### config.mk
export PLATFORM = sky130hd
export DESIGN_NAME = mem_access
export DESIGN_NICKNAME = d
export VERILOG_FILES = /design/src/rtl/mem_access.sv
export SDC_FILE = /design/constraint.sdc
export NUM_CORES = 1
export LEC_CHECK = 0
export CAP_MARGIN = 0
export CORE_MARGIN = 5
export CORE_UTILIZATION = 32
export CTS_CLUSTER_DIAMETER = 100
export DETAILED_ROUTE_END_ITERATION = 16
export GPL_ROUTABILITY_DRIVEN = 1
export GPL_TIMING_DRIVEN = 0
export PLACE_DENSITY_LB_ADDON = 0.2
export SLEW_MARGIN = 25
export SYNTH_ARGS = -nofsm -noshare
export SYNTH_HDL_FRONTEND = slang
export SYNTH_SLANG_ARGS = --single-unit
### constraint.sdc
create_clock -name clk -period 5.2 [get_ports clk]
set_input_delay 0.78 -clock clk [delete_from_list [all_inputs] [get_ports clk]]
set_output_delay 0.78 -clock clk [all_outputs]
set_load 0.05 [all_outputs]
### src/rtl/mem_access.sv
`default_nettype none
// mem_access: memory pipeline stage that issues data-memory requests and waits a bounded time for ready.
// State updates on the falling edge of clk; rstd clears the stage asynchronously.
module mem_access #(
  parameter int MAX_WAIT = 15
) (
  input  logic        clk,
  input  logic        rstd,
  input  logic [31:0] EM_pc,
  input  logic [31:0] EM_alu_result,
  input  logic [31:0] EM_w_data,
  input  logic [1:0]  EM_mem_access_width,
  input  logic [4:0]  EM_rd_addr,
  input  logic        EM_w_enable,
  input  logic        EM_is_store,
  input  logic        EM_is_load,
  input  logic        EM_is_load_unsigned,
  output logic        dmem_req,
  output logic        dmem_we,
  output logic [31:0] dmem_addr,
  output logic [3:0]  dmem_be,
  output logic [31:0] dmem_wdata,
  input  logic        dmem_ready,
  input  logic [31:0] dmem_rdata,
  output logic        mem_stall,
  output logic        mem_fault,
  output logic [31:0] MW_pc,
  output logic [31:0] MW_w_data,
  output logic [4:0]  MW_rd_addr,
  output logic        MW_w_enable
);
  localparam int            CW         = $clog2(MAX_WAIT + 1);
  localparam logic [CW-1:0] WAIT_LIMIT = CW'(MAX_WAIT);

  typedef enum logic [0:0] {S_IDLE = 1'b0, S_WAIT = 1'b1} state_t;

  state_t        state_q, state_d;
  logic [CW-1:0] cnt_q, cnt_d;

  // Access held stable while the memory has not yet answered
  logic [31:0] addr_q, wdata_q, pc_q;
  logic [3:0]  be_q;
  logic [1:0]  width_q;
  logic [4:0]  rd_q;
  logic        we_q, uns_q, wen_q;
  logic        capture;

  logic [31:0] mw_pc_q, mw_pc_d, mw_data_q, mw_data_d;
  logic [4:0]  mw_rd_q, mw_rd_d;
  logic        mw_wen_q, mw_wen_d, fault_q, fault_d;

  logic        is_mem, misaligned, req_c, stall_c;
  logic [3:0]  live_be;
  logic [31:0] live_wdata;

  function automatic logic [31:0] load_fmt(input logic [31:0] rdata, input logic [1:0] lane,
                                           input logic [1:0] width, input logic uns);
    logic [7:0]  b;
    logic [15:0] h;
    case (lane)
      2'd0:    b = rdata[7:0];
      2'd1:    b = rdata[15:8];
      2'd2:    b = rdata[23:16];
      default: b = rdata[31:24];
    endcase
    h = lane[1] ? rdata[31:16] : rdata[15:0];
    case (width)
      2'd0:    load_fmt = {{24{b[7] & ~uns}}, b};
      2'd1:    load_fmt = {{16{h[15] & ~uns}}, h};
      default: load_fmt = rdata;
    endcase
  endfunction

  always_comb begin
    is_mem = EM_is_load | EM_is_store;
    case (EM_mem_access_width)
      2'd0:    misaligned = 1'b0;
      2'd1:    misaligned = EM_alu_result[0];
      default: misaligned = |EM_alu_result[1:0];
    endcase
    live_be    = 4'hF;
    live_wdata = EM_w_data;
    if (EM_is_store) begin
      case (EM_mem_access_width)
        2'd0:    live_be = 4'b0001 << EM_alu_result[1:0];
        2'd1:    live_be = 4'b0011 << EM_alu_result[1:0];
        default: live_be = 4'hF;
      endcase
    end
    case (EM_mem_access_width)
      2'd0:    live_wdata = {4{EM_w_data[7:0]}};
      2'd1:    live_wdata = {2{EM_w_data[15:0]}};
      default: live_wdata = EM_w_data;
    endcase
  end

  always_comb begin
    state_d   = state_q;
    cnt_d     = cnt_q;
    capture   = 1'b0;
    req_c     = 1'b0;
    stall_c   = 1'b0;
    fault_d   = 1'b0;
    mw_pc_d   = mw_pc_q;
    mw_data_d = mw_data_q;
    mw_rd_d   = mw_rd_q;
    mw_wen_d  = mw_wen_q;
    case (state_q)
      S_IDLE: begin
        mw_pc_d   = EM_pc;
        mw_rd_d   = EM_rd_addr;
        mw_data_d = EM_alu_result;
        mw_wen_d  = EM_w_enable & ~EM_is_store;
        if (is_mem && misaligned) begin
          fault_d  = 1'b1;
          mw_wen_d = 1'b0;
        end else if (is_mem) begin
          req_c = 1'b1;
          if (dmem_ready) begin
            if (!EM_is_store)
              mw_data_d = load_fmt(dmem_rdata, EM_alu_result[1:0], EM_mem_access_width,
                                   EM_is_load_unsigned);
          end else begin
            stall_c  = 1'b1;
            capture  = 1'b1;
            state_d  = S_WAIT;
            cnt_d    = CW'(1);
            mw_wen_d = 1'b0;
          end
        end
      end
      S_WAIT: begin
        req_c = 1'b1;
        if (dmem_ready) begin
          state_d   = S_IDLE;
          cnt_d     = '0;
          mw_pc_d   = pc_q;
          mw_rd_d   = rd_q;
          mw_wen_d  = wen_q & ~we_q;
          mw_data_d = we_q ? addr_q : load_fmt(dmem_rdata, addr_q[1:0], width_q, uns_q);
        end else if (cnt_q == WAIT_LIMIT) begin
          // Memory never answered: drop the access and report it
          state_d  = S_IDLE;
          cnt_d    = '0;
          fault_d  = 1'b1;
          mw_wen_d = 1'b0;
        end else begin
          stall_c  = 1'b1;
          cnt_d    = cnt_q + 1'b1;
          mw_wen_d = 1'b0;
        end
      end
    endcase
  end

  // Request and stall are gated by rstd so they fall immediately on reset
  assign dmem_req   = rstd & req_c;
  assign mem_stall  = rstd & stall_c;
  assign dmem_we    = rstd & req_c & ((state_q == S_WAIT) ? we_q : EM_is_store);
  assign dmem_addr  = (state_q == S_WAIT) ? {addr_q[31:2], 2'b00} : {EM_alu_result[31:2], 2'b00};
  assign dmem_be    = (state_q == S_WAIT) ? be_q : live_be;
  assign dmem_wdata = (state_q == S_WAIT) ? wdata_q : live_wdata;

  assign mem_fault   = fault_q;
  assign MW_pc       = mw_pc_q;
  assign MW_w_data   = mw_data_q;
  assign MW_rd_addr  = mw_rd_q;
  assign MW_w_enable = mw_wen_q;

  always_ff @(negedge clk or negedge rstd) begin
    if (!rstd) begin
      state_q   <= S_IDLE;
      cnt_q     <= '0;
      fault_q   <= 1'b0;
      mw_pc_q   <= '0;
      mw_data_q <= '0;
      mw_rd_q   <= '0;
      mw_wen_q  <= 1'b0;
      addr_q    <= '0;
      wdata_q   <= '0;
      pc_q      <= '0;
      be_q      <= '0;
      width_q   <= '0;
      rd_q      <= '0;
      we_q      <= 1'b0;
      uns_q     <= 1'b0;
      wen_q     <= 1'b0;
    end else begin
      state_q   <= state_d;
      cnt_q     <= cnt_d;
      fault_q   <= fault_d;
      mw_pc_q   <= mw_pc_d;
      mw_data_q <= mw_data_d;
      mw_rd_q   <= mw_rd_d;
      mw_wen_q  <= mw_wen_d;
      if (capture) begin
        addr_q  <= EM_alu_result;
        wdata_q <= live_wdata;
        pc_q    <= EM_pc;
        be_q    <= live_be;
        width_q <= EM_mem_access_width;
        rd_q    <= EM_rd_addr;
        we_q    <= EM_is_store;
        uns_q   <= EM_is_load_unsigned;
        wen_q   <= EM_w_enable;
      end
    end
  end
endmodule
`default_nettype wire
==> results of run 1 <==
[timing repair]
item	in CTS	in global routing
resized for setup	524	38
setup endpoints to repair	97	138
pin swaps	2	0
buffers inserted	8	1
cloned	1	0
[routing by layer]
layer  global-route usage  part of all wire  vias up
met5                    0            0.0013        -
met4               0.0732             0.028        6
met3               0.0646             0.081       67
met2                0.353              0.46      386
met1                0.302              0.43     5042
li1                     -                 -     4840
[cells in the mapped netlist (2+ instances only)]
cell type                   instances  share of area
sky130_fd_sc_hd__mux2i_1           51          0.048
sky130_fd_sc_hd__a2111oi_0          4         0.0033
sky130_fd_sc_hd__o221ai_2          10          0.014
sky130_fd_sc_hd__nor3_2             2         0.0019
sky130_fd_sc_hd__inv_2              2        0.00071
sky130_fd_sc_hd__o311ai_1           9         0.0074
sky130_fd_sc_hd__buf_6             14          0.015
sky130_fd_sc_hd__a21oi_1           54          0.025
sky130_fd_sc_hd__nor2_1            80          0.028
sky130_fd_sc_hd__nand2_1          373           0.13
sky130_fd_sc_hd__o21ai_0           51          0.024
sky130_fd_sc_hd__nand2b_1          19          0.011
sky130_fd_sc_hd__o21ai_1            3         0.0014
sky130_fd_sc_hd__a32o_1             3         0.0028
sky130_fd_sc_hd__a31oi_1           20          0.012
sky130_fd_sc_hd__o32ai_1            6         0.0049
sky130_fd_sc_hd__clkbuf_1          34          0.012
sky130_fd_sc_hd__nor2b_1           10         0.0059
sky130_fd_sc_hd__buf_2             35          0.016
sky130_fd_sc_hd__buf_4              8         0.0056
sky130_fd_sc_hd__inv_1             20         0.0071
sky130_fd_sc_hd__a22o_1            15          0.012
sky130_fd_sc_hd__mux2_2            62          0.066
sky130_fd_sc_hd__a21o_1             3         0.0021
sky130_fd_sc_hd__o211ai_1           6         0.0042
sky130_fd_sc_hd__o221ai_1          11         0.0091
sky130_fd_sc_hd__o22ai_1            7         0.0041
sky130_fd_sc_hd__nand4_1           15         0.0088
sky130_fd_sc_hd__nor4_1             2         0.0012
sky130_fd_sc_hd__o22a_1             6         0.0049
sky130_fd_sc_hd__and2_1            17          0.010
sky130_fd_sc_hd__a221oi_1          10         0.0082
sky130_fd_sc_hd__nor3_1             4         0.0019
sky130_fd_sc_hd__a22oi_1           11         0.0078
sky130_fd_sc_hd__o21ai_2            3         0.0025
sky130_fd_sc_hd__nand3_1            9         0.0042
sky130_fd_sc_hd__a221o_1            7         0.0066
sky130_fd_sc_hd__or3_1              4         0.0024
sky130_fd_sc_hd__dfrtn_1          186           0.44
sky130_fd_sc_hd__buf_1              8         0.0028
sky130_fd_sc_hd__o31ai_1            3         0.0021
[per-stage QoR]
step / total power (W) / worst slack (ps) / std cells / setup TNS, ps
6_report: 0.00576 / -29.1 / 1984 / -313
5_1_grt: 0.00603 / -84.0 / 1984 / -2250
4_1_cts: 0.00577 / -45.6 / 1981 / -780
3_5_place_dp: 0.00430 / -1490 / 1942 / -119390
3_3_place_gp: 0.00428 / -7400 / 1940 / -1504150
2_1_floorplan: 0.00343 / -115 / 1219 / -1610
[power breakdown]
| group | switching (W) | internal [W] |
|---|---|---|
| Sequential | 0.000202 | 0.00178 |
| Clock | 0.000658 | 0.000733 |
| Combinational | 0.00151 | 0.000869 |
[how the worst min path moves through the flow]
stage | cells past startpoint | endpoint | slack [ps] | start
floorplan | 2 | wdata_q[0] | 400 | wdata_q[0]
global placement | 2 | wdata_q[12] | 410 | wdata_q[12]
detailed placement | 2 | wdata_q[13] | 420 | wdata_q[13]
CTS | 2 | wdata_q[1] | 420 | wdata_q[1]
global route | 2 | wdata_q[14] | 430 | wdata_q[14]
finish | 2 | wdata_q[23] | 420 | wdata_q[23]
[cell type report]
| cell class | count | share of cell area |
|---|---|---|
| Clock buffer | 18 | 0.0286 |
| Antenna cell | 2 | 0.000334 |
| Sequential cell | 186 | 0.311 |
| Inverter | 22 | 0.00551 |
| Timing Repair Buffer | 291 | 0.196 |
| Tap cell | 442 | 0.0369 |
| Clock inverter | 14 | 0.0120 |
| Buffer | 98 | 0.0513 |
| Multi-Input combinational cell | 911 | 0.359 |
[kinds of logic after synthesis]
group,after synthesis,share of synthesized area
AND/OR/NAND/NOR,541,0.212
AO/OA/AOI/OAI,251,0.169
other,1,0.000353
buffers and inverters,122,0.0614
multiplexers,115,0.117
flip-flops,186,0.438
adder cells (fa/ha/maj),1,0.00118
XOR/XNOR,1,0.000824
[sequential cells by signal, summed over array words and instances, names as in the netlist]
register	count
MW_w_data	32
wdata_q	32
wen_q	1
rd_q	5
state_q	1
addr_q	32
uns_q	1
mem_fault	1
width_q	2
we_q	1
cnt_q	4
MW_pc	32
MW_w_enable	1
be_q	4
MW_rd_addr	5
pc_q	32
[tightest hold or removal path, cell delays in order, from the launching register on]
cell and delay [ps]:
sky130_fd_sc_hd__dfrtn_1 400, sky130_fd_sc_hd__nand2_1 50, sky130_fd_sc_hd__nand2_1 50
==> flow_metrics.env, run 1 <==
export IMPL_status="complete, but fails checks"
export IMPL_failed_checks="negative setup slack"
export IMPL_placement_cell_area_mm2=0.0140
export IMPL_die_area_mm2=0.0370
export IMPL_ioPinCount=284
export IMPL_postRouteAntennaNets=0
export IMPL_yosys_register_bits=186
export IMPL_post_synth_inst_count=1218
export IMPL_synth_async_reset_ratio=1.00
export IMPL_globalRoute_totalOverflow=0
export IMPL_setup_violations_final=19
export IMPL_multi_input_area_mm2=0.00537
export IMPL_final_design_area_no_fill_mm2=0.0150
export IMPL_grt_pass1_wl_mm=63.4
export IMPL_synth_avg_cell_area_um2=8.73
export IMPL_cp_num_cells=5
export IMPL_die_height_um=192
export IMPL_grt_antenna_before_repair=5
export IMPL_grt_usage=0.226
export IMPL_worst_setup_hold_path_clk_slew_ps=50
export IMPL_clock_insertion_delay_worst_skew_ps=420
export IMPL_setup_repair_after_global_routing_missed_its_margin="true"
export IMPL_cts_path_max_buffers=2
export IMPL_worst_path_max_delay_cell="sky130_fd_sc_hd__dfrtn_1"
export IMPL_worst_hold_path_type="flop to flop"
export IMPL_hold_worst_slack_ps=419
export IMPL_maxCapViolations=0
export IMPL_final_max_slew_viol_count=0
export IMPL_layout_setup_ws_ps=-29.1
export IMPL_number_of_port_buffers=279
export IMPL_critical_path_reg2reg_startpoint="width_q[1]"
export IMPL_worst_slew_pin_transition_ps=875
export IMPL_crit_path_max_incr_delay_ps=420
export IMPL_cts_buffers=17
export IMPL_dieWidth_um=192
export IMPL_static_leakage_nw=6.74
export IMPL_routed_wire_length_per_instance_um=21.6
export IMPL_path_delay_family="buffers and inverters"
export IMPL_clk_skew_ps=11.5
export IMPL_timing_rr_end="MW_w_data[2]"
export IMPL_worst_setup_path_end_kind="primary output"
export IMPL_final_layout_size_suffix_gt1_frac=0.181
export IMPL_synth_warnings=0
export IMPL_core_occupancy_in_the_finished_layout=0.458
export IMPL_core_area_mm2=0.0327
export IMPL_floorplan_initialDensity=0.325
export IMPL_placementRows=66
export IMPL_ys_flop_type="sky130_fd_sc_hd__dfrtn_1"
export IMPL_drt_total_wl_mm=42.8
export IMPL_clock_tree_root_cell="sky130_fd_sc_hd__clkbuf_16"
export IMPL_cts_tree="yes"
export IMPL_peakVddDrop_v=0.000255
export IMPL_setup_worst_path_start="state_q"
export IMPL_layout_common_cells="372 x sky130_fd_sc_hd__nand2_1, 205 x sky130_fd_sc_hd__clkdlybuf4s50_1, 186 x sky130_fd_sc_hd__dfrtn_1, 80 x sky130_fd_sc_hd__nor2_1, 63 x sky130_fd_sc_hd__buf_6"
export IMPL_post_detailed_route_drc_marker_count=0
export IMPL_ff2ff_setup_slack_ps=2940
export IMPL_grt_start_max_net_pins=85
export IMPL_syn_std_cell_area_mm2=0.0106
export IMPL_detail_route_iter0_violations=723
export IMPL_crit_path_capture="dmem_wdata[22]"
export IMPL_grt_pass1_vias=10200
export IMPL_flow_area_growth_from_synthesis_pct=41.0
export IMPL_criticalPathCategory="flop to primary output"
export IMPL_cts_sink_count=186
export IMPL_first_pass_iteration_count_of_the_detailed_router=5
export IMPL_crit_fanout=10
export IMPL_dpl_hpwl_mm=31.6
export IMPL_hold_viol_final=0
export IMPL_power_density_mw_per_mm2=384
export IMPL_netlist_cell_type_count=62
export IMPL_most_common_library_cell_in_the_layout_ignoring_fill_and_taps="sky130_fd_sc_hd__nand2_1"
export IMPL_fillerInstances=3249
export IMPL_r2r_cells=5
export IMPL_storage_cell_area_mm2=0.00465
export IMPL_synth_edf_count=0
export IMPL_crit_buf_inv=4
export IMPL_arrival_ps=4450
export IMPL_critical_path_cell_chain="buf_6 > clkbuf_16 > clkbuf_16 > mux2_2 > buf_6"
export IMPL_post_drt_via_cell_ratio=5.21
export IMPL_ctsHtreeMaxLevel=4
export IMPL_start_kind="flop"
export IMPL_fin_nets=1670
export IMPL_gp_routability_congestion=0.917
export IMPL_crit_required_ps=4420
export IMPL_post_cts_hold_buffer_count=0
export IMPL_slew_headroom=0.417
export IMPL_synth_yosys_seq_area_share=0.438
export IMPL_number_of_vias_in_the_routed_layout=10300
Note: power is estimated with default switching activity, not from simulation.
==> inputs of run 2 (changes only) <==
--- a/config.mk
+++ b/config.mk
@@ -5,7 +5,7 @@
 export SDC_FILE = /design/constraint.sdc
 export NUM_CORES = 1
 export LEC_CHECK = 0
-export CAP_MARGIN = 0
+export ABC_AREA = 1
 export CORE_MARGIN = 5
 export CORE_UTILIZATION = 32
 export CTS_CLUSTER_DIAMETER = 100
@@ -17,3 +17,4 @@
 export SYNTH_ARGS = -nofsm -noshare
 export SYNTH_HDL_FRONTEND = slang
 export SYNTH_SLANG_ARGS = --single-unit
+export TNS_END_PERCENT = 1
==> run 2 against run 1 <==
Against the previous run: the flow still finishes with violations (negative setup slack); setup slack worse by 2.2 ps; sequential share of layout area down 0.47 points; hold slack better by 8.2 ps; clock power about the same; non-clock buffer count down 5; critical path type unchanged; register-to-register slack better by 200 ps; synthesized cell count up 28%; critical path depth up 2; total power up 3.0%.
==> flow_metrics.env, run 2 <==
export IMPL_dp_cells=2286
export IMPL_hold_viol_final=0
export IMPL_worst_hold_path_type="flop to flop"
export IMPL_first_pass_iteration_count_of_the_detailed_router=5
export IMPL_final_max_slew_viol_count=0
export IMPL_most_frequent_cells_after_synthesis="544 x sky130_fd_sc_hd__nand2_1, 186 x sky130_fd_sc_hd__dfrtn_1, 161 x sky130_fd_sc_hd__o21ai_0, 160 x sky130_fd_sc_hd__inv_1, 93 x sky130_fd_sc_hd__nand3_1"
export IMPL_start_kind="flop"
export IMPL_most_common_library_cell_in_the_layout_ignoring_fill_and_taps="sky130_fd_sc_hd__nand2_1"
export IMPL_synth_yosys_seq_area_share=0.429
export IMPL_static_leakage_nw=7.23
export IMPL_fin_nets=2002
export IMPL_maxCapViolations=0
export IMPL_synth_top_cell_by_area="sky130_fd_sc_hd__dfrtn_1"
export IMPL_synthDominantCellAreaShare=0.429
export IMPL_grt_pass1_vias=11700
export IMPL_post_cts_hold_buffer_count=0
export IMPL_grt_antenna_before_repair=2
export IMPL_status="complete, but fails checks"
export IMPL_gp_routability_congestion=0.991
export IMPL_placementRows=67
export IMPL_timing_hold_worst_start="MW_w_data[26]"
export IMPL_netlist_cell_type_count=38
export IMPL_synth_avg_cell_area_um2=6.97
export IMPL_synthMostInstantiatedCell="sky130_fd_sc_hd__nand2_1"
export IMPL_ctsHtreeMaxLevel=4
export IMPL_setup_repair_after_global_routing_missed_its_margin="true"
export IMPL_worst_setup_path_end_kind="primary output"
export IMPL_post_layout_nonfiller_instances=2321
export IMPL_r2r_cells=13
export IMPL_min_delay_worst_endpoint="MW_w_data[26]"
export IMPL_final_layout_size_suffix_gt1_frac=0.128
export IMPL_clock_tree_root_cell="sky130_fd_sc_hd__clkbuf_16"
export IMPL_clk_skew_ps=7.63
export IMPL_worst_slew_pin_transition_ps=765
export IMPL_syn_std_cell_area_mm2=0.0109
export IMPL_synth_edf_count=0
export IMPL_grt_usage=0.241
export IMPL_totalNegativeSetupSlack_ps=-70.6
export IMPL_timing_rr_end="MW_w_data[23]"
export IMPL_synth_warnings=0
export IMPL_routed_wire_length_per_instance_um=20.0
export IMPL_dpl_hpwl_mm=35.6
export IMPL_power_density_mw_per_mm2=390
export IMPL_crit_fanout=10
export IMPL_crit_required_ps=4420
export IMPL_ys_flop_type="sky130_fd_sc_hd__dfrtn_1"
export IMPL_grt_start_max_net_pins=74
export IMPL_worstHoldPathCells=2
export IMPL_drt_total_wl_mm=46.3
export IMPL_ioPinCount=284
export IMPL_layout_setup_ws_ps=-31.3
export IMPL_yosys_register_bits=186
export IMPL_post_drt_via_cell_ratio=4.99
export IMPL_failed_checks="negative setup slack"
export IMPL_postRouteAntennaNets=0
export IMPL_die_height_um=194
export IMPL_globalRoute_totalOverflow=0
export IMPL_dieWidth_um=194
export IMPL_core_occupancy_in_the_finished_layout=0.454
export IMPL_cts_tree="yes"
export IMPL_cts_sink_count=186
export IMPL_arrival_ps=4450
export IMPL_flow_area_growth_from_synthesis_pct=40.2
export IMPL_clock_insertion_delay_worst_skew_ps=420
export IMPL_core_area_mm2=0.0335
export IMPL_die_area_mm2=0.0377
export IMPL_cts_buffers=17
export IMPL_peakVddDrop_v=0.000248
export IMPL_cts_path_max_buffers=2
export IMPL_detail_route_iter0_violations=853
export IMPL_number_of_port_buffers=279
export IMPL_grt_pass1_wl_mm=70.8
export IMPL_post_detailed_route_drc_marker_count=0
export IMPL_slew_headroom=0.490
export IMPL_critical_path_reg2reg_startpoint="width_q[1]"
export IMPL_criticalPathCategory="flop to primary output"
export IMPL_synth_async_reset_ratio=1.00
export IMPL_floorplan_initialDensity=0.324
export IMPL_worst_setup_hold_path_clk_slew_ps=50
export IMPL_ff2ff_setup_slack_ps=3140
export IMPL_setup_violations_final=5
export IMPL_post_synth_inst_count=1556
export IMPL_layout_common_cells="538 x sky130_fd_sc_hd__nand2_1, 209 x sky130_fd_sc_hd__clkdlybuf4s50_1, 186 x sky130_fd_sc_hd__dfrtn_1, 160 x sky130_fd_sc_hd__inv_1, 114 x sky130_fd_sc_hd__o21ai_0"
export IMPL_synthTopCellsByArea="sky130_fd_sc_hd__dfrtn_1 43%, sky130_fd_sc_hd__nand2_1 19%, sky130_fd_sc_hd__o21ai_0 7.4%, sky130_fd_sc_hd__inv_1 5.5%, sky130_fd_sc_hd__nand3_1 4.3%"
export IMPL_number_of_vias_in_the_routed_layout=11600
-- run 2: cell count changes after synthesis, moves of 15 or more --
cell	delta
sky130_fd_sc_hd__mux2_2	-62
sky130_fd_sc_hd__a31oi_1	-20
sky130_fd_sc_hd__o21ai_0	+110
sky130_fd_sc_hd__nand2b_1	-19
sky130_fd_sc_hd__nand3_1	+84
sky130_fd_sc_hd__o211ai_1	+43
sky130_fd_sc_hd__and2_1	-17
sky130_fd_sc_hd__nand2_1	+171
sky130_fd_sc_hd__o21ai_1	+49
sky130_fd_sc_hd__mux2i_1	-51
sky130_fd_sc_hd__a22o_1	-15
sky130_fd_sc_hd__inv_1	+140
-- run 2: worst max-delay path by stage --
stage | cells after the start | start | endpoint
after floorplan | 5 | state_q | dmem_wdata[5]
after global placement | 1 | rstd | MW_pc[18]
after detailed placement | 7 | state_q | dmem_be[3]
after CTS | 4 | state_q | dmem_addr[21]
after global routing | 9 | EM_mem_access_width[1] | pc_q[31]
final | 7 | state_q | dmem_wdata[4]
-- run 2: where the power goes --
group	switching [W]	leakage, nW	internal [W]
clock network	0.000633	0.291	0.000741
registers	0.000176	2.28	0.00180
logic	0.00174	4.66	0.000846
total	0.00255	7.23	0.00339
-- run 2: metrics by stage --
| step | hold WS (ps) | worst slack (ps) | instance area (um^2) | total power, W |
|---|---|---|---|---|
| floorplan | 403 | -299 | 10900 | 0.00352 |
| global placement | 419 | -7320 | 14200 | 0.00446 |
| detailed placement | 428 | -1170 | 14300 | 0.00448 |
| CTS | 430 | -94.4 | 15000 | 0.00592 |
| global route | 446 | -145 | 15200 | 0.00625 |
| finish | 427 | -31.3 | 15200 | 0.00593 |
-- run 2: cell type report --
type	count	area [um^2]
clock buffers	20	457
clock inverters	12	139
flip-flops and latches	186	4650
multi-input cells	1102	5200
plain buffers	99	696
diodes	1	2.50
inverters	168	651
repair buffers	285	2860
well taps	448	561
fillers	3538	18300
-- run 2: worst max-delay path, cell delays in order, from the launching register on --
cell and delay [ps]:
sky130_fd_sc_hd__dfrtn_1 440, sky130_fd_sc_hd__buf_12 170, sky130_fd_sc_hd__buf_12 150, sky130_fd_sc_hd__buf_12 140, sky130_fd_sc_hd__buf_12 130, sky130_fd_sc_hd__nand2_1 50
sky130_fd_sc_hd__o21ai_1 110, sky130_fd_sc_hd__buf_4 230
-- run 2: kinds of logic after synthesis --
family / Yosys count / synth area share
AO/OA/AOI/OAI: 355 / 0.184
adder cells (fa/ha/maj): 1 / 0.00115
buffers and inverters: 269 / 0.106
flip-flops: 186 / 0.429
other: 1 / 0.000346
AND/OR/NAND/NOR: 744 / 0.280
-- run 2: metal layers --
layer | up-vias | GRT usage | routed length (um)
li1 | 5607 | - | -
met1 | 5493 | 0.323 | 20500
met2 | 415 | 0.386 | 21500
met3 | 66 | 0.0516 | 3000
met4 | 2 | 0.0852 | 1340
met5 | - | 0 | 20
-- run 2: timing repair --
action                     CTS  global route
resized for setup          569            82
setup endpoints to repair   79           125
pin swaps                    5             0
buffers inserted             4             0
==> inputs of run 3 (changes only) <==
--- a/config.mk
+++ b/config.mk
@@ -6,12 +6,13 @@
 export NUM_CORES = 1
 export LEC_CHECK = 0
 export ABC_AREA = 1
+export CORE_ASPECT_RATIO = 1.1
 export CORE_MARGIN = 5
 export CORE_UTILIZATION = 32
 export CTS_CLUSTER_DIAMETER = 100
 export DETAILED_ROUTE_END_ITERATION = 16
-export GPL_ROUTABILITY_DRIVEN = 1
 export GPL_TIMING_DRIVEN = 0
+export MAX_ROUTING_LAYER = met4
 export PLACE_DENSITY_LB_ADDON = 0.2
 export SLEW_MARGIN = 25
 export SYNTH_ARGS = -nofsm -noshare
==> run 3 against run 2 <==
Against the previous run: the run still ends with negative setup slack left; sequential share of layout area decreased by 0.17 points; sequential power hardly changed; via count up 1.5%; critical path depth stayed put; global-route usage grew 1.0 points; clock power about the same; total power grew 0.90%; utilization up 0.48 points; final cell count decreased by 0.69%; die area about the same; hold slack gained 0.96 ps; setup slack worse by 54 ps; critical path type unchanged.
==> flow_metrics.env, run 3 (synthesis gave the netlist of run 2 again) <==
export IMPL_number_of_port_buffers=279
export IMPL_worstHoldPathCells=2
export IMPL_setup_repair_after_global_routing_missed_its_margin="true"
export IMPL_grt_start_max_net_pins=80
export IMPL_failed_checks="negative setup slack"
export IMPL_worst_setup_path_end_kind="primary output"
export IMPL_placement_cell_area_mm2=0.0143
export IMPL_cts_path_max_buffers=2
export IMPL_postRouteAntennaNets=0
export IMPL_die_height_um=203
export IMPL_worst_setup_hold_path_clk_slew_ps=50
export IMPL_gp_routability_congestion=0.983
export IMPL_setup_violations_final=21
export IMPL_maxCapViolations=0
export IMPL_post_drt_via_cell_ratio=5.10
export IMPL_cts_sink_count=186
export IMPL_post_cts_hold_buffer_count=0
export IMPL_cts_tree="yes"
export IMPL_worst_slew_pin_transition_ps=807
export IMPL_core_occupancy_in_the_finished_layout=0.458
export IMPL_peakVddDrop_v=0.000169
export IMPL_die_area_mm2=0.0377
export IMPL_final_max_slew_viol_count=0
export IMPL_grt_antenna_before_repair=1
export IMPL_ctsHtreeMaxLevel=4
export IMPL_grt_pass1_vias=11500
export IMPL_grt_pass1_wl_mm=70.6
export IMPL_detailedPlace_worstSlack_ps=-1130
export IMPL_globalRoute_totalOverflow=0
export IMPL_detail_route_iter0_violations=975
export IMPL_power_density_mw_per_mm2=391
export IMPL_arrival_ps=4510
export IMPL_final_layout_size_suffix_gt1_frac=0.134
export IMPL_placementRows=70
export IMPL_crit_fanout=10
export IMPL_drt_total_wl_mm=46.8
export IMPL_status="complete, but fails checks"
export IMPL_criticalPathCategory="flop to primary output"
export IMPL_clock_insertion_delay_worst_skew_ps=420
export IMPL_dpl_hpwl_mm=35.8
export IMPL_clk_skew_ps=9.04
export IMPL_dieWidth_um=186
export IMPL_ioPinCount=284
export IMPL_layout_common_cells="534 x sky130_fd_sc_hd__nand2_1, 209 x sky130_fd_sc_hd__clkdlybuf4s50_1, 186 x sky130_fd_sc_hd__dfrtn_1, 160 x sky130_fd_sc_hd__inv_1, 113 x sky130_fd_sc_hd__o21ai_0"
export IMPL_slew_headroom=0.462
export IMPL_clock_tree_root_cell="sky130_fd_sc_hd__clkbuf_16"
export IMPL_floorplan_initialDensity=0.325
export IMPL_crit_required_ps=4420
export IMPL_cts_buffers=17
export IMPL_first_pass_iteration_count_of_the_detailed_router=5
export IMPL_flow_area_growth_from_synthesis_pct=41.0
export IMPL_fin_nets=2002
export IMPL_r2r_cells=13
export IMPL_layout_setup_ws_ps=-85.5
export IMPL_grt_usage=0.251
export IMPL_most_common_library_cell_in_the_layout_ignoring_fill_and_taps="sky130_fd_sc_hd__nand2_1"
export IMPL_core_area_mm2=0.0334
export IMPL_worst_hold_path_type="flop to flop"
export IMPL_hold_viol_final=0
export IMPL_number_of_vias_in_the_routed_layout=11800
export IMPL_start_kind="flop"
export IMPL_final_design_area_no_fill_mm2=0.0153
export IMPL_routed_wire_length_per_instance_um=20.3
export IMPL_static_leakage_nw=7.27
export IMPL_post_detailed_route_drc_marker_count=0
[run 3: changes by cell type in the layout (fill, tap and decap cells not counted), moves of 3 or more]
cell	previous run	this run
sky130_fd_sc_hd__buf_4	35	30
sky130_fd_sc_hd__o21ai_2	39	43
sky130_fd_sc_hd__o21ai_1	70	66
sky130_fd_sc_hd__buf_6	50	54
sky130_fd_sc_hd__nand2_2	9	12
sky130_fd_sc_hd__nand2_1	538	534
[run 3: metrics by stage]
step	cells	power, W	hold slack, ps	TNS, ps
floorplan	1557	0.00352	403	-6430
global placement	2268	0.00447	422	-1487010
detailed placement	2270	0.00449	424	-107360
CTS	2302	0.00598	427	-1240
global route	2305	0.00629	451	-4690
finish	2305	0.00599	428	-382
[run 3: report_power, final]
group	switching, W	internal (W)	leakage, nW
clock network	0.000628	0.000771	0.299
registers	0.000172	0.00180	2.28
logic	0.00176	0.000857	4.69
[run 3: cell type report]
type / count / area [um^2]
diodes: 1 / 2.50
plain buffers: 99 / 708
clock buffers: 22 / 484
clock inverters: 10 / 131
fillers: 3404 / 18100
inverters: 168 / 651
multi-input cells: 1102 / 5250
flip-flops and latches: 186 / 4650
well taps: 432 / 541
repair buffers: 285 / 2880
[run 3: what timing repair did]
item | in CTS | in global routing
pin swaps | 6 | 2
endpoints found under the setup margin | 99 | 120
setup buffers | 2 | 2
gates resized for setup | 589 | 85
[run 3: path summary, 6_finish.rpt]
kind | start | endpoint | slack [ps]
hold reg to reg | MW_w_data[16] | MW_w_data[16] | 430
setup reg to reg | width_q[1] | MW_w_data[29] | 3200
setup / recovery | state_q | mem_stall | -90
max in group asynchronous | rstd | MW_pc[28] | 1620
hold / removal | MW_w_data[16] | MW_w_data[16] | 430
min in group asynchronous | rstd | MW_pc[7] | 2760
[run 3: worst max-delay path, stage by stage, from the launching register on]
cell                      delay, ps
sky130_fd_sc_hd__dfrtn_1        370
sky130_fd_sc_hd__buf_12         170
sky130_fd_sc_hd__nor2_8         180
sky130_fd_sc_hd__inv_6           90
sky130_fd_sc_hd__buf_12         160
sky130_fd_sc_hd__buf_8          150
sky130_fd_sc_hd__a21oi_4        170
sky130_fd_sc_hd__buf_6          180
[run 3: layer usage]
layer	wire, um	global-route usage
met5	0	-
met4	1270	0.0685
met3	2780	0.0326
met2	22300	0.406
met1	20400	0.332
==> variant 1: new RTL, settings of run 3 <==
Change the parameter `MAX_WAIT` from 15 to 17.
--- a/src/rtl/mem_access.sv
+++ b/src/rtl/mem_access.sv
@@ -3,5 +3,5 @@
 // State updates on the falling edge of clk; rstd clears the stage asynchronously.
 module mem_access #(
-  parameter int MAX_WAIT = 15
+  parameter int MAX_WAIT = 17
 ) (
   input  logic        clk,
Function: no difference found for any inputs over 4 cycles, from zero or initial values and one cycle with rstd low; that may be too few to reach the edited logic, so the function may still have changed.
==> variant 1 against run 3 <==
The run still ends with negative setup slack left; non-clock buffer count rose by 5; register-to-register slack worse by 0.37 ns; synthesized cell count up 0.32%; clock power fell by 5%; setup slack better by 0.074 ns; total power decreased by 1.7%; die area is 0.19% higher; area after synthesis rose by 0.20%; wire length rose by 1.6%; design area is 0.83% lower; sequential cell count increased by 1; largest cell class unchanged.
==> variant 1: results (changes against run 3) <==
<table>
<tr><th>Metric</th><th>Value</th></tr>
<tr><th colspan="2">Route</th></tr>
<tr><td>Drt first-iter violations</td><td>1002 (was 975)</td></tr>
<tr><td>First-pass DRT Iterations</td><td>6 (was 5)</td></tr>
<tr><th colspan="2">Finish</th></tr>
<tr><td>Fraction of final layout cells sized beyond drive strength 1</td><td>13.0% (was 13.4%)</td></tr>
<tr><td>Post-layout nets</td><td>2014 (was 2002)</td></tr>
<tr><td>Diodes inserted</td><td>0 (was 1)</td></tr>
<tr><td>Filler cell count in the final layout</td><td>3468 (was 3404)</td></tr>
<tr><th colspan="2">Global route</th></tr>
<tr><td>Via count of the first global-routing pass</td><td>11527 (was 11515)</td></tr>
<tr><td>Global router's overall resource usage</td><td>25.5% (was 25.1%)</td></tr>
<tr><td>Global-route wire length before repair</td><td>71000 µm (was 70600 µm)</td></tr>
<tr><th colspan="2">Yosys</th></tr>
<tr><td>Proportion of synthesized chip area in sequential cells</td><td>43.0% (was 42.9%)</td></tr>
<tr><td>Top post-synthesis cells by count</td><td>sky130_fd_sc_hd__nand2_1, sky130_fd_sc_hd__o21ai_0, sky130_fd_sc_hd__dfrtn_1 (was sky130_fd_sc_hd__nand2_1, sky130_fd_sc_hd__dfrtn_1, sky130_fd_sc_hd__o21ai_0)</td></tr>
<tr><td>Post-synth cell types</td><td>32 (was 38)</td></tr>
<tr><th colspan="2">Setup path</th></tr>
<tr><td>FF-to-FF End</td><td>MW_w_data[15]$_DFFE_NN0P_ (was MW_w_data[29]$_DFFE_NN0P_)</td></tr>
<tr><td>Internal reg-to-reg setup slack</td><td>2.83 ns (was 3.20 ns)</td></tr>
<tr><td>Critical register-to-register path startpoint</td><td>we_q$_DFFE_NN0P_ (was width_q[1]$_DFFE_NN0P_)</td></tr>
<tr><td>Maximum cell stage delay along the critical path</td><td>0.41 ns (was 0.37 ns)</td></tr>
<tr><td>Count of cells along the worst register-to-register path</td><td>6 (was 13)</td></tr>
<tr><th colspan="2">Timing</th></tr>
<tr><td>Worst path setup slack after routing</td><td>-0.0114 ns (was -0.0855 ns)</td></tr>
<tr><td>Normalized max-slew margin</td><td>48.1% (was 46.2%)</td></tr>
<tr><td>Fin Clk Skew</td><td>0.0117 ns (was 0.00904 ns)</td></tr>
<tr><td>Final setup violating endpoints</td><td>3 (was 21)</td></tr>
<tr><th colspan="2">Power and ir drop</th></tr>
<tr><td>Power per Cell Area</td><td>388 mW/mm² (was 391 mW/mm²)</td></tr>
<tr><td>Leakage dissipation</td><td>7.16 nW (was 7.27 nW)</td></tr>
<tr><td>Highest ir drop seen on vdd</td><td>0.222 mV (was 0.169 mV)</td></tr>
<tr><th colspan="2">Run status</th></tr>
<tr><td>Failing checks</td><td>negative setup slack (unchanged)</td></tr>
<tr><td>Outcome</td><td>finished, violations left (unchanged)</td></tr>
<tr><th colspan="2">Placed design</th></tr>
<tr><td>Gpl congestion</td><td>1.00 (was 0.983)</td></tr>
<tr><td>Placed cell area</td><td>0.0143 mm² (about the same)</td></tr>
<tr><td>Half-perimeter wire length after placement</td><td>36300 µm (was 35800 µm)</td></tr>
</table>
-- variant 1: worst max path at each step --
| stage | start | to | slack [ns] | depth (start not counted) |
|---|---|---|---|---|
| floorplan | state_q$_DFF_NN0_ | dmem_wdata[26] | -0.23 | 4 |
| CTS | state_q$_DFF_NN0_ | dmem_addr[2] | -0.09 | 4 |
| detailed placement | state_q$_DFF_NN0_ | dmem_be[3] | -1.23 | 6 |
| global route | state_q$_DFF_NN0_ | dmem_we | -0.06 | 5 |
| global placement | rstd | addr_q[24]$_DFFE_NN0P_ | -7.29 | 1 |
| finish | state_q$_DFF_NN0_ | mem_stall | -0.01 | 7 |
-- variant 1: metal layers --
| metal | wire length [µm] | global-route usage [%] | up-vias | share of wire (%) |
|---|---|---|---|---|
| met4 | 1570 | 8.95 | 0 | 3.3 |
| met2 | 22000 | 39.6 | 486 | 46 |
| met3 | 3470 | 4.94 | 94 | 7.3 |
| li1 | - | - | 5652 | - |
| met5 | 0 | - | - | 0 |
| met1 | 20500 | 33.3 | 5527 | 43 |
-- variant 1: layout make-up --
type,count,area share (%)
plain buffers,99,4.69
clock buffers,17,2.80
clock inverters,15,0.998
inverters,165,4.10
multi-input cells,1110,34.1
flip-flops and latches,187,30.8
well taps,432,3.56
repair buffers,290,18.9
-- variant 1: cells by family after synthesis --
kind of cell,synth area share [%]
simple gates,27.3
compound gates,18.6
buf+inv,10.7
flops,43.0
fa+ha+maj,0.230
other cells,0.0345
-- variant 1: tightest hold or removal path, cell delays in order (launching register included) --
cell                      delay [ns]
sky130_fd_sc_hd__dfrtn_1        0.41
sky130_fd_sc_hd__nand2_1        0.05
sky130_fd_sc_hd__o21ai_0        0.06
-- variant 1: power by group through the flow --
| stage | Clock (mW) | Combinational [mW] | Sequential (mW) |
|---|---|---|---|
| after floorplan | 0 | 1.18 | 2.33 |
| after global placement | 0 | 2.46 | 2.00 |
| after detailed placement | 0 | 2.48 | 2.00 |
| after CTS | 1.36 | 2.55 | 1.99 |
| after global routing | 1.41 | 2.76 | 2.03 |
| final | 1.33 | 2.57 | 1.99 |
-- variant 1: stage by stage --
stage / hold slack [ns] / cells / worst slack (ns) / total power [mW]
floorplan: 0.403 / 1562 / -0.234 / 3.52
finish: 0.430 / 2315 / -0.0114 / 5.89
global route: 0.457 / 2315 / -0.0602 / 6.20
global placement: 0.427 / 2273 / -7.29 / 4.46
CTS: 0.435 / 2312 / -0.0907 / 5.89
detailed placement: 0.433 / 2275 / -1.23 / 4.48
-- variant 1: what timing repair did --
action,CTS,global route
setup buffers,6,3
pin swaps,1,2
resized for setup,601,39
setup endpoints to repair,80,98
cloned,0,0
==> variant 2: new RTL, settings of run 3 <==
Made on the original files. Remove the register `fault_q`: a continuous assignment takes its place, so the output `mem_fault` follows one clock earlier.
--- a/src/rtl/mem_access.sv
+++ b/src/rtl/mem_access.sv
@@ -172,5 +172,4 @@
       state_q   <= S_IDLE;
       cnt_q     <= '0;
-      fault_q   <= 1'b0;
       mw_pc_q   <= '0;
       mw_data_q <= '0;
@@ -189,5 +188,4 @@
       state_q   <= state_d;
       cnt_q     <= cnt_d;
-      fault_q   <= fault_d;
       mw_pc_q   <= mw_pc_d;
       mw_data_q <= mw_data_d;
@@ -207,4 +205,6 @@
     end
   end
+
+  assign fault_q = fault_d;
 endmodule
 `default_nettype wire
Behaviour: not the same (Yosys sat finds a counterexample within 4 cycles, from zero or initial values and one cycle with rstd low).
==> variant 2 against run 3 <==
The run still ends with negative setup slack left; sequential cell count decreased by 1; design area decreased by 2.3%; via count grew 0.47%; setup slack got worse by 0.052 ns; wire length grew 0.14%; clock power down 8%; worst hold slack worse by 0.0048 ns; total power shrank 3.4%; largest power group unchanged; area after synthesis is 0.23% lower; synthesized cell count barely moved; critical path depth down 1; critical path type unchanged; sequential share of layout area rose by 0.56 points.
==> variant 2: results (changes against run 3) <==
<table>
<tr><th>Metric</th><th>Value</th></tr>
<tr><th colspan="2">Global route</th></tr>
<tr><td>Global-route wire length before repair</td><td>70300 µm (was 70600 µm)</td></tr>
<tr><td>Met3 track demand over resource</td><td>4.09% (was 3.26%)</td></tr>
<tr><td>Grt met1 use</td><td>32.3% (was 33.2%)</td></tr>
<tr><td>Global-route met2 utilization</td><td>40.5% (was 40.6%)</td></tr>
<tr><td>Global router's overall resource usage</td><td>25.1% (about the same)</td></tr>
<tr><td>Initial antenna violation count</td><td>3 (was 1)</td></tr>
<tr><th colspan="2">Run status</th></tr>
<tr><td>Outcome</td><td>finished, violations left (unchanged)</td></tr>
<tr><td>Failing checks</td><td>negative setup slack (unchanged)</td></tr>
<tr><th colspan="2">Yosys</th></tr>
<tr><td>Top post-synthesis cells by count</td><td>sky130_fd_sc_hd__nand2_1, sky130_fd_sc_hd__dfrtn_1, sky130_fd_sc_hd__o21ai_0 (unchanged)</td></tr>
<tr><td>Mapped Area</td><td>0.0108 mm² (was 0.0109 mm²)</td></tr>
<tr><td>Most area-consuming cells after synthesis</td><td>sky130_fd_sc_hd__dfrtn_1, sky130_fd_sc_hd__nand2_1, sky130_fd_sc_hd__o21ai_0 (unchanged)</td></tr>
<tr><th colspan="2">Timing</th></tr>
<tr><td>Worst path setup slack after routing</td><td>-0.138 ns (was -0.0855 ns)</td></tr>
<tr><td>Transition time at the pin with the least slew margin</td><td>0.793 ns (was 0.807 ns)</td></tr>
<tr><td>Worst-case hold slack</td><td>0.423 ns (was 0.428 ns)</td></tr>
<tr><td>Final setup violating endpoints</td><td>46 (was 21)</td></tr>
<tr><th colspan="2">Finish</th></tr>
<tr><td>Filler cell count in the final layout</td><td>3499 (was 3404)</td></tr>
<tr><td>Post-layout nets</td><td>2006 (was 2002)</td></tr>
<tr><th colspan="2">Placed design</th></tr>
<tr><td>Half-perimeter wire length after placement</td><td>36100 µm (was 35800 µm)</td></tr>
<tr><td>Post-place setup slack</td><td>-1.33 ns (was -1.13 ns)</td></tr>
<tr><th colspan="2">Route</th></tr>
<tr><td>M1 wire length</td><td>20000 µm (was 20400 µm)</td></tr>
<tr><th colspan="2">Power and ir drop</th></tr>
<tr><td>Power per Cell Area</td><td>387 mW/mm² (was 391 mW/mm²)</td></tr>
<tr><td>Leakage dissipation</td><td>7.14 nW (was 7.27 nW)</td></tr>
<tr><td>Highest ir drop seen on vdd</td><td>0.202 mV (was 0.169 mV)</td></tr>
<tr><th colspan="2">Setup path</th></tr>
<tr><td>End of the critical path</td><td>mem_fault (was mem_stall)</td></tr>
<tr><td>Internal reg-to-reg setup slack</td><td>3.05 ns (was 3.20 ns)</td></tr>
<tr><td>Arrival time of the worst setup path</td><td>4.56 ns (was 4.51 ns)</td></tr>
<tr><th colspan="2">CTS</th></tr>
<tr><td>Number of setup buffers added after CTS</td><td>7 (was 2)</td></tr>
</table>
==> variant 2: changes by cell type after synthesis, sizes merged <==
cell and delta:
dfrtn -1
==> variant 2: cell type report <==
type                            instances  share of cell area (%)
Sequential cell                       185                    31.0
Timing Repair Buffer                  290                    18.7
Multi-Input combinational cell       1102                    34.2
Clock buffer                           23                    3.20
Inverter                              168                    4.36
Clock inverter                          9                   0.595
Tap cell                              432                    3.62
Buffer                                 99                    4.29
Antenna cell                            3                  0.0502
==> variant 2: worst reg2reg max path, stage by stage, from the launching register on <==
cell,delay [ns]
sky130_fd_sc_hd__dfrtn_1,0.38
sky130_fd_sc_hd__buf_2,0.21
sky130_fd_sc_hd__inv_2,0.15
sky130_fd_sc_hd__nand2_1,0.11
sky130_fd_sc_hd__nor2_1,0.05
sky130_fd_sc_hd__nand2_1,0.07
sky130_fd_sc_hd__nand2_1,0.07
sky130_fd_sc_hd__nand2_1,0.21
sky130_fd_sc_hd__buf_2,0.31
sky130_fd_sc_hd__nand3_1,0.16
sky130_fd_sc_hd__nand2_1,0.09
sky130_fd_sc_hd__nand2_1,0.06
sky130_fd_sc_hd__nand2_1,0.06
sky130_fd_sc_hd__nand2_1,0.06
==> variant 2: stage by stage <==
stage | instances | utilization [%]
after global placement | 2267 | 42.5
final | 2311 | 44.8
after global routing | 2311 | 44.8
after detailed placement | 2269 | 42.6
after CTS | 2306 | 44.6
after floorplan | 1556 | -
==> variant 2: kinds of logic (layout without fill, tap and decap cells) <==
group / Yosys count / in the layout / synth area share (%)
other: 1 / 5 / 0.0346
buffers and inverters: 269 / 589 / 10.7
AND/OR/NAND/NOR: 744 / 744 / 28.0
AO/OA/AOI/OAI: 355 / 355 / 18.4
adder cells (fa/ha/maj): 1 / 1 / 0.116
flip-flops: 185 / 185 / 42.8
